[src/rtl/univ_shift_pkg.sv]
// Shared types for the universal shift register.
//   op_t    : command opcodes sampled with start
//   state_t : control FSM states (IDLE / RUN / DONE)
package univ_shift_pkg;

  typedef enum logic [2:0] {
    OP_NOP   = 3'd0,
    OP_LOAD  = 3'd1,
    OP_SHL   = 3'd2,
    OP_SHR   = 3'd3,
    OP_ROL   = 3'd4,
    OP_ROR   = 3'd5,
    OP_ASR   = 3'd6,
    OP_CLEAR = 3'd7
  } op_t;

  typedef enum logic [1:0] {
    ST_IDLE = 2'd0,
    ST_RUN  = 2'd1,
    ST_DONE = 2'd2
  } state_t;

  // Ops whose run length comes from the count input; the rest take one step.
  function automatic logic op_uses_count(input op_t o);
    return (o == OP_SHL) || (o == OP_SHR) || (o == OP_ROL) ||
           (o == OP_ROR) || (o == OP_ASR);
  endfunction

endpackage

[src/rtl/shift_step_unit.sv]
// One-step combinational shift datapath.
//   q_i  : current register value
//   op_i : latched opcode
//   si_i : serial fill bits for SHL/SHR
//   q_o  : register value after one step (q_i for non-shift ops)
//   so_o : bits that leave the register on this step (0 for non-shift ops)
// WIDTH >= 2, 1 <= STEP < WIDTH.
module shift_step_unit
  import univ_shift_pkg::*;
#(
  parameter int WIDTH = 8,
  parameter int STEP  = 1
) (
  input  logic [WIDTH-1:0] q_i,
  input  op_t              op_i,
  input  logic [STEP-1:0]  si_i,
  output logic [WIDTH-1:0] q_o,
  output logic [STEP-1:0]  so_o
);

  always_comb begin
    q_o  = q_i;
    so_o = '0;
    case (op_i)
      OP_SHL: begin
        q_o  = {q_i[WIDTH-1-STEP:0], si_i};
        so_o = q_i[WIDTH-1 -: STEP];
      end
      OP_SHR: begin
        q_o  = {si_i, q_i[WIDTH-1:STEP]};
        so_o = q_i[STEP-1:0];
      end
      OP_ROL: begin
        q_o  = {q_i[WIDTH-1-STEP:0], q_i[WIDTH-1 -: STEP]};
        so_o = q_i[WIDTH-1 -: STEP];
      end
      OP_ROR: begin
        q_o  = {q_i[STEP-1:0], q_i[WIDTH-1:STEP]};
        so_o = q_i[STEP-1:0];
      end
      OP_ASR: begin
        q_o  = {{STEP{q_i[WIDTH-1]}}, q_i[WIDTH-1:STEP]};
        so_o = q_i[STEP-1:0];
      end
      default: ;
    endcase
  end

endmodule

[src/rtl/univ_shift_reg.sv]
// Universal shift register with burst commands.
//   clk, rst          : clock, async active-high reset
//   start/op/count    : command request, sampled only while ready
//   pdata             : parallel load value (sampled with start)
//   si                : serial fill, sampled live on every RUN edge
//   ready/busy/done   : IDLE / RUN / DONE state decode
//   q                 : register contents
//   so                : bits leaving on the next step, 0 outside RUN
// One command occupies k+2 cycles: accept, k step edges, one DONE cycle.
module univ_shift_reg
  import univ_shift_pkg::*;
#(
  parameter int WIDTH = 8,
  parameter int STEP  = 1,
  parameter int CNT_W = 8
) (
  input  logic             clk,
  input  logic             rst,
  input  logic             start,
  input  logic [2:0]       op,
  input  logic [CNT_W-1:0] count,
  input  logic [WIDTH-1:0] pdata,
  input  logic [STEP-1:0]  si,
  output logic             ready,
  output logic             busy,
  output logic             done,
  output logic [WIDTH-1:0] q,
  output logic [STEP-1:0]  so
);

  state_t           state_q;
  op_t              op_q;
  logic [WIDTH-1:0] pdata_q;
  logic [WIDTH-1:0] q_q, q_d;
  logic [CNT_W-1:0] rem_q;
  logic [WIDTH-1:0] step_q;
  logic [STEP-1:0]  step_so;
  op_t              op_in;

  assign op_in = op_t'(op);

  shift_step_unit #(.WIDTH(WIDTH), .STEP(STEP)) u_step (
    .q_i  (q_q),
    .op_i (op_q),
    .si_i (si),
    .q_o  (step_q),
    .so_o (step_so)
  );

  // LOAD/CLEAR are handled here so the step unit stays a pure shifter.
  always_comb begin
    q_d = step_q;
    case (op_q)
      OP_LOAD:  q_d = pdata_q;
      OP_CLEAR: q_d = '0;
      default:  ;
    endcase
  end

  always_ff @(posedge clk or posedge rst) begin
    if (rst) begin
      state_q <= ST_IDLE;
      op_q    <= OP_NOP;
      pdata_q <= '0;
      q_q     <= '0;
      rem_q   <= '0;
    end else begin
      case (state_q)
        ST_IDLE: begin
          if (start) begin
            op_q    <= op_in;
            pdata_q <= pdata;
            if (op_uses_count(op_in)) begin
              rem_q   <= count;
              // A zero-length burst skips RUN entirely and leaves q alone.
              state_q <= (count == '0) ? ST_DONE : ST_RUN;
            end else begin
              rem_q   <= CNT_W'(1);
              state_q <= ST_RUN;
            end
          end
        end
        ST_RUN: begin
          q_q   <= q_d;
          rem_q <= rem_q - CNT_W'(1);
          if (rem_q == CNT_W'(1)) state_q <= ST_DONE;
        end
        ST_DONE: state_q <= ST_IDLE;
        default: state_q <= ST_IDLE;
      endcase
    end
  end

  assign ready = (state_q == ST_IDLE);
  assign busy  = (state_q == ST_RUN);
  assign done  = (state_q == ST_DONE);
  assign q     = q_q;
  assign so    = busy ? step_so : '0;

endmodule
[config.mk]
export PLATFORM = sky130hd
export DESIGN_NAME = univ_shift_reg
export DESIGN_NICKNAME = d
export VERILOG_FILES = /design/src/rtl/univ_shift_pkg.sv /design/src/rtl/shift_step_unit.sv /design/src/rtl/univ_shift_reg.sv
export SDC_FILE = /design/constraint.sdc
export NUM_CORES = 1
export LEC_CHECK = 0
export CORE_MARGIN = 1
export CORE_UTILIZATION = 25
export CTS_BUF_LIST = sky130_fd_sc_hd__clkbuf_16
export DETAILED_ROUTE_END_ITERATION = 10
export GPL_TIMING_DRIVEN = 0
export PLACE_DENSITY = 0.46
export SYNTH_ARGS = -nofsm -noshare
export SYNTH_HDL_FRONTEND = slang
export SYNTH_SLANG_ARGS = --single-unit
[constraint.sdc]
create_clock -name clk -period 1.9 [get_ports clk]
set_clock_uncertainty 0.05 [all_clocks]
set_input_delay 0.38 -clock clk [delete_from_list [all_inputs] [get_ports clk]]
set_output_delay 0.38 -clock clk [all_outputs]
set_load 0.02 [all_outputs]
After elaboration in Yosys (flattened, before gate mapping)
Index checks and enable logic that the tools add are counted.

operators by class
  add/sub/neg operators = 1
  reductions and logical operators = 16
  muxes and demuxes = 12
  equality and inequality tests = 18

operator list
  operator               number
  $pmux W8 S5            1
  $pmux W8 S2            2
  $eq A3 B3 Y1 const B   7
  $mux W8                2
  $eq A3 B2 Y1 const B   4
  $eq A8 B1 Y1 const B   1
  $logic_not A8 Y1       1
  $mux W2                4
  $reduce_and A2 Y1      4
  $sub A8 B1 Y8 const B  1
  $reduce_bool A7 Y1     1
  $reduce_bool A6 Y1     1
  $logic_or A1 B1 Y1     4
  $pmux W2 S2            1
  $eq A3 B1 Y1 const B   1
  $ne A3 B3 Y1 const B   1
  $reduce_and A3 Y1      1
  $reduce_or A3 Y1       1
  $eq A2 B1 Y1 const B   1
  $eq A2 B2 Y1 const B   1
  $logic_not A2 Y1       1
  $ne A2 B1 Y1 const B   1
  $ne A2 B2 Y1 const B   1
  $pmux W1 S2            1
  other kinds (3)        3

storage, ports and cells
  flip-flop bits (word level) = 29
  input port bits = 23
  output and inout bits = 12
  logic and storage cells = 53

Logic depth before layout (Yosys ltp)
  word-level depth = 8
  gate-level depth with buffers = 7
  depth with buffers taken out = 6

Modules after synthesis
From an unflattened synthesis, not the netlist that was laid out.

second synthesis, totals
  cell total of the unflattened synthesis = 207
  area, all modules = 1804.2 um^2

by module, submodules not included
  module           instances  seq. area each (um^2)  cells each  area each (um^2)
  univ_shift_reg   1          725.7                  159         1441.4
  shift_step_unit  1          0.0                    48          362.8

Least setup slack after synthesis
OpenSTA, ideal clock, no wires.

  kind = reg2reg
  start = register rem_q[0]
  end = register rem_q[6]
  path buffers = 0
  data arrival time = 1.410 ns
  path slack = 0.313 ns
  library setup time = 0.128 ns
  required time = 1.722 ns
  cell stages (with the launch flop) = 6
  cell sequence = dfrtp_1 -> inv_1 -> ha_1 -> or3b_2 -> nor4_1 -> o21ai_1

between the ends
  longest elaborated chain between the ends = 2

RTL lines
  item                      line                  text
  start: declaration        univ_shift_reg.sv:35  logic [CNT_W-1:0] rem_q;
  start signal: assignment  univ_shift_reg.sv:74  rem_q <= count;
  start signal: assignment  univ_shift_reg.sv:85  rem_q <= rem_q - CNT_W'(1);
  $sub A8 B1 Y8             univ_shift_reg.sv:85
  $pmux W8 S2               univ_shift_reg.sv:68  case (state_q)

Every way passes these cells.
A chain may end at the register's enable or synchronous reset.

Final worst setup path
  start = register state_q[1]
  end = output busy

between the ends
  longest elaborated chain between the ends = 1

RTL lines
  item                      line                  text
  start: declaration        univ_shift_reg.sv:31  state_t state_q;
  start signal: assignment  univ_shift_reg.sv:76  state_q <= (count == '0) ? ST_DONE : ST_RUN;
  $eq A2 B1 Y1              univ_shift_reg.sv:95  assign busy = (state_q == ST_RUN);
  end: declaration          univ_shift_reg.sv:25  output logic busy,

Every way passes these cells.

==> key figures <==
Layout
  – Most frequent cells in the layout: 41 x nand2_1, 30 x clkdlybuf4s50_1, 28 x dfrtp_1
  – ANT cells: 0
  – Post-route cell area: roughly 2200 sq um
  – P&R area growth vs syn: 36.1%
  – Layout cell share with drive strength beyond 1: 0.129
  – Commonest non-fill, non-tap cell in the layout: nand2_1
  – Fin nets: 249

Placement
  – DP HPWL: 3.03 mm
  – Area after DPL: 2070 sq um
  – # port buffers: 34
  – Placer Congestion: approximately 0.76

Synthesis
  – Syn Area/Cell: 8.91 sq um
  – Syn_nets: 208
  – Synth Warn #: 0
  – Seq cells post-synth: 29
  – Cell area after synthesis: 1630 sq um
  – Post-synthesis sequential area ratio: 0.445
  – Synth Flop Type: dfrtp_1
  – Ys async rst share: 1.00
  – EDFF count, synth: 0
  – Library cells used by synthesis: 47
  – Post-synthesis cell count: 183

Worst hold path
  – HP Class: flip-flop to flip-flop
  – Hold Startpoint: pdata_q[3]
  – Cells on Worst Hold Path: 2
  – Hold Path End: pdata_q[3]

Clocking
  – Clock Pin Slew Worst Setup and Hold Paths: 0.05 ns
  – Hold buffers post-CTS: 0
  – Clock Tree Buf Depth: 2
  – Clock sink count: 29
  – CTS HTree Levels: 2
  – Skew-Pair Late Insertion Delay: 0.27 ns
  – Total CTS buffers: 5
  – Root buffer cell: clkbuf_16
  – CTS tree: built

Power
  – Pwr Total: 4000 uW
  – IR drop worst, VDD: 0.000589 V
  – P_leak: 0.000962 uW
  – PwrDens: 1800 nW/um^2

Setup path
  – Worst path slowest cell: dfrtp_2
  – Worst EP required: roughly 1.5 ns
  – Crit Path Max Fanout: 10
  – R2R cell count: 5
  – Critical R2R Capture: rem_q[6]
  – Internal reg-to-reg setup slack: 0.18 ns
  – Critical Path Start: state_q[1]
  – Top Family by Delay on Critical Path: flip-flops
  – RR Startpoint: rem_q[0]
  – CP Launch Type: flip-flop
  – Sequence of cells on the critical path: nand2b_4, inv_6, dlygate4sd2_1
  – Critical Path Max Stage Delay: 0.46 ns
  – Element type at the critical path end: output pin
  – Critical Path AT: between 1 and 1.5 ns
  – Buffers & Inverters on Critical Path: 2
  – Setup CP Type: flip-flop to output pin

GRT
  – Largest net degree at the start of global routing: 30
  – GR Util All Layers: 0.135
  – First-pass GRT wire length: 6.89 mm
  – Remaining Overflow, GRT: 0
  – Vias in the first global route: 1371
  – Initial antenna violation count: 0

Floorplanning
  – Cell row count: 29
  – I/O pins: 35
  – Die Y: 82.8 um
  – Die W: 82.8 um
  – Core ar.: between 6000 and 7000 sq um
  – Die ar.: 6850 sq um
  – Initial core utilization: 0.258

STA
  – RSZ-0062 raised after global routing: false
  – Fmax achieved: 0.550 GHz
  – Number of slew-limit violations in the final report: 0
  – Measured slew at the worst slew-check pin: between 1 and 1.5 ns
  – Shortest period the worst path allows: about 1.8 ns
  – Tcrit/Tclk final: 0.956
  – Setup violators final: 0
  – Hold Violations, Final: 0
  – Normalized max-slew margin: 0.211

Route
  – DRC errors left: 0
  – Avg Vias per Cell: 4.92
  – Via count: 1485
  – Antenna viol nets, final: 0
  – Initial DRC count: 124
  – Detailed Route WL: 4.20 mm
  – WL per Instance: between 10 and 15 um
  – Pre-Repair DR Iteration Count: 4

Run status
  – Status: completed

Job
  – Max-cap violations: 0
## synthesized netlist by cell type, drive strengths merged, types with 2 or more instances
master,instances,share of area
and3,2,0.0077
nand2b,4,0.020
nand3,3,0.0092
a31oi,3,0.012
o22ai,2,0.0077
inv,8,0.021
buf,8,0.030
dfrtp,29,0.45
nand2,41,0.094
ha,2,0.015
o311ai,2,0.011
o21ai,9,0.028
nor3,3,0.0092
nor4,4,0.025
a222oi,5,0.031
a21oi,12,0.039
nor2,20,0.046
a221oi,2,0.011
mux2i,2,0.015
nor2b,3,0.012
## per-layer routing
layer	vias up	track usage	wire (um)
li1	739	-	-
met1	705	0.194	2090
met2	39	0.200	1840
met3	2	0.0308	232
met4	0	0.0362	36
met5	-	0	0
## how the worst max path moves through the flow
stage,end,slack [ns],depth (start not counted)
floorplan,rem_q[6],0.31,5
global placement,so,-0.17,5
detailed placement,so,-0.16,5
CTS,so,0.06,5
global route,so,0.01,4
finish,busy,0.08,3
## tightest hold or removal path, delay by kind of cell, from the launching register on
| family | cells | cell delay (ns) |
|---|---|---|
| flip-flops | 1 | 0.35 |
| AND/OR/NAND/NOR | 2 | 0.10 |
## power by group
part / total (uW) / switching [uW] / internal (uW)
Combinational: 2030 / 1110 / 917
Clock: 759 / 280 / 479
Sequential: 1210 / 285 / 928
Total: 4000 / 1680 / 2320
## state kept, by name (all words and copies together), names as in the netlist
register	cells
state_q	2
pdata_q	8
op_q	3
q	8
rem_q	8
## final cells by class
cell class,count,area [sq um]
repair buffers,34,334
well taps,77,96.3
fillers,695,4100
clock inverters,3,17.5
flip-flops and latches,29,727
inverters,8,35.0
plain buffers,8,55.1
clock buffers,5,125
multi-input cells,138,828
## timing repair
item                       in CTS  in global routing
setup endpoints to repair       4                  1
resized for setup              10                  2
gates cloned                    0                  0
buffers inserted                0                  0
hold endpoints to repair        0                  0
## metrics by stage
step	utilization	hold WS, ns	setup slack, ns	instances	setup TNS (ns)
after floorplan	-	0.392	0.313	183	0
after global placement	0.327	0.429	-0.167	294	-1.34
after detailed placement	0.327	0.432	-0.165	294	-0.467
after CTS	0.350	0.447	0.0629	302	0
after global routing	0.351	0.463	0.00967	302	0
final	0.351	0.438	0.0831	302	0
## cells by family (layout without fill, tap and decap cells)
| family | after synthesis | in the layout | share of synthesized area |
|---|---|---|---|
| xor gates and xnor gates | 1 | 1 | 0.00537 |
| and+or+nand+nor | 87 | 87 | 0.264 |
| DFF | 29 | 29 | 0.445 |
| buffers and inverters | 16 | 58 | 0.0514 |
| AOI/OAI and AO/OA | 45 | 45 | 0.197 |
| muxes | 3 | 3 | 0.0215 |
| adders and majority gates | 2 | 2 | 0.0153 |
No activity file was read; power rests on OpenSTA's default activity.
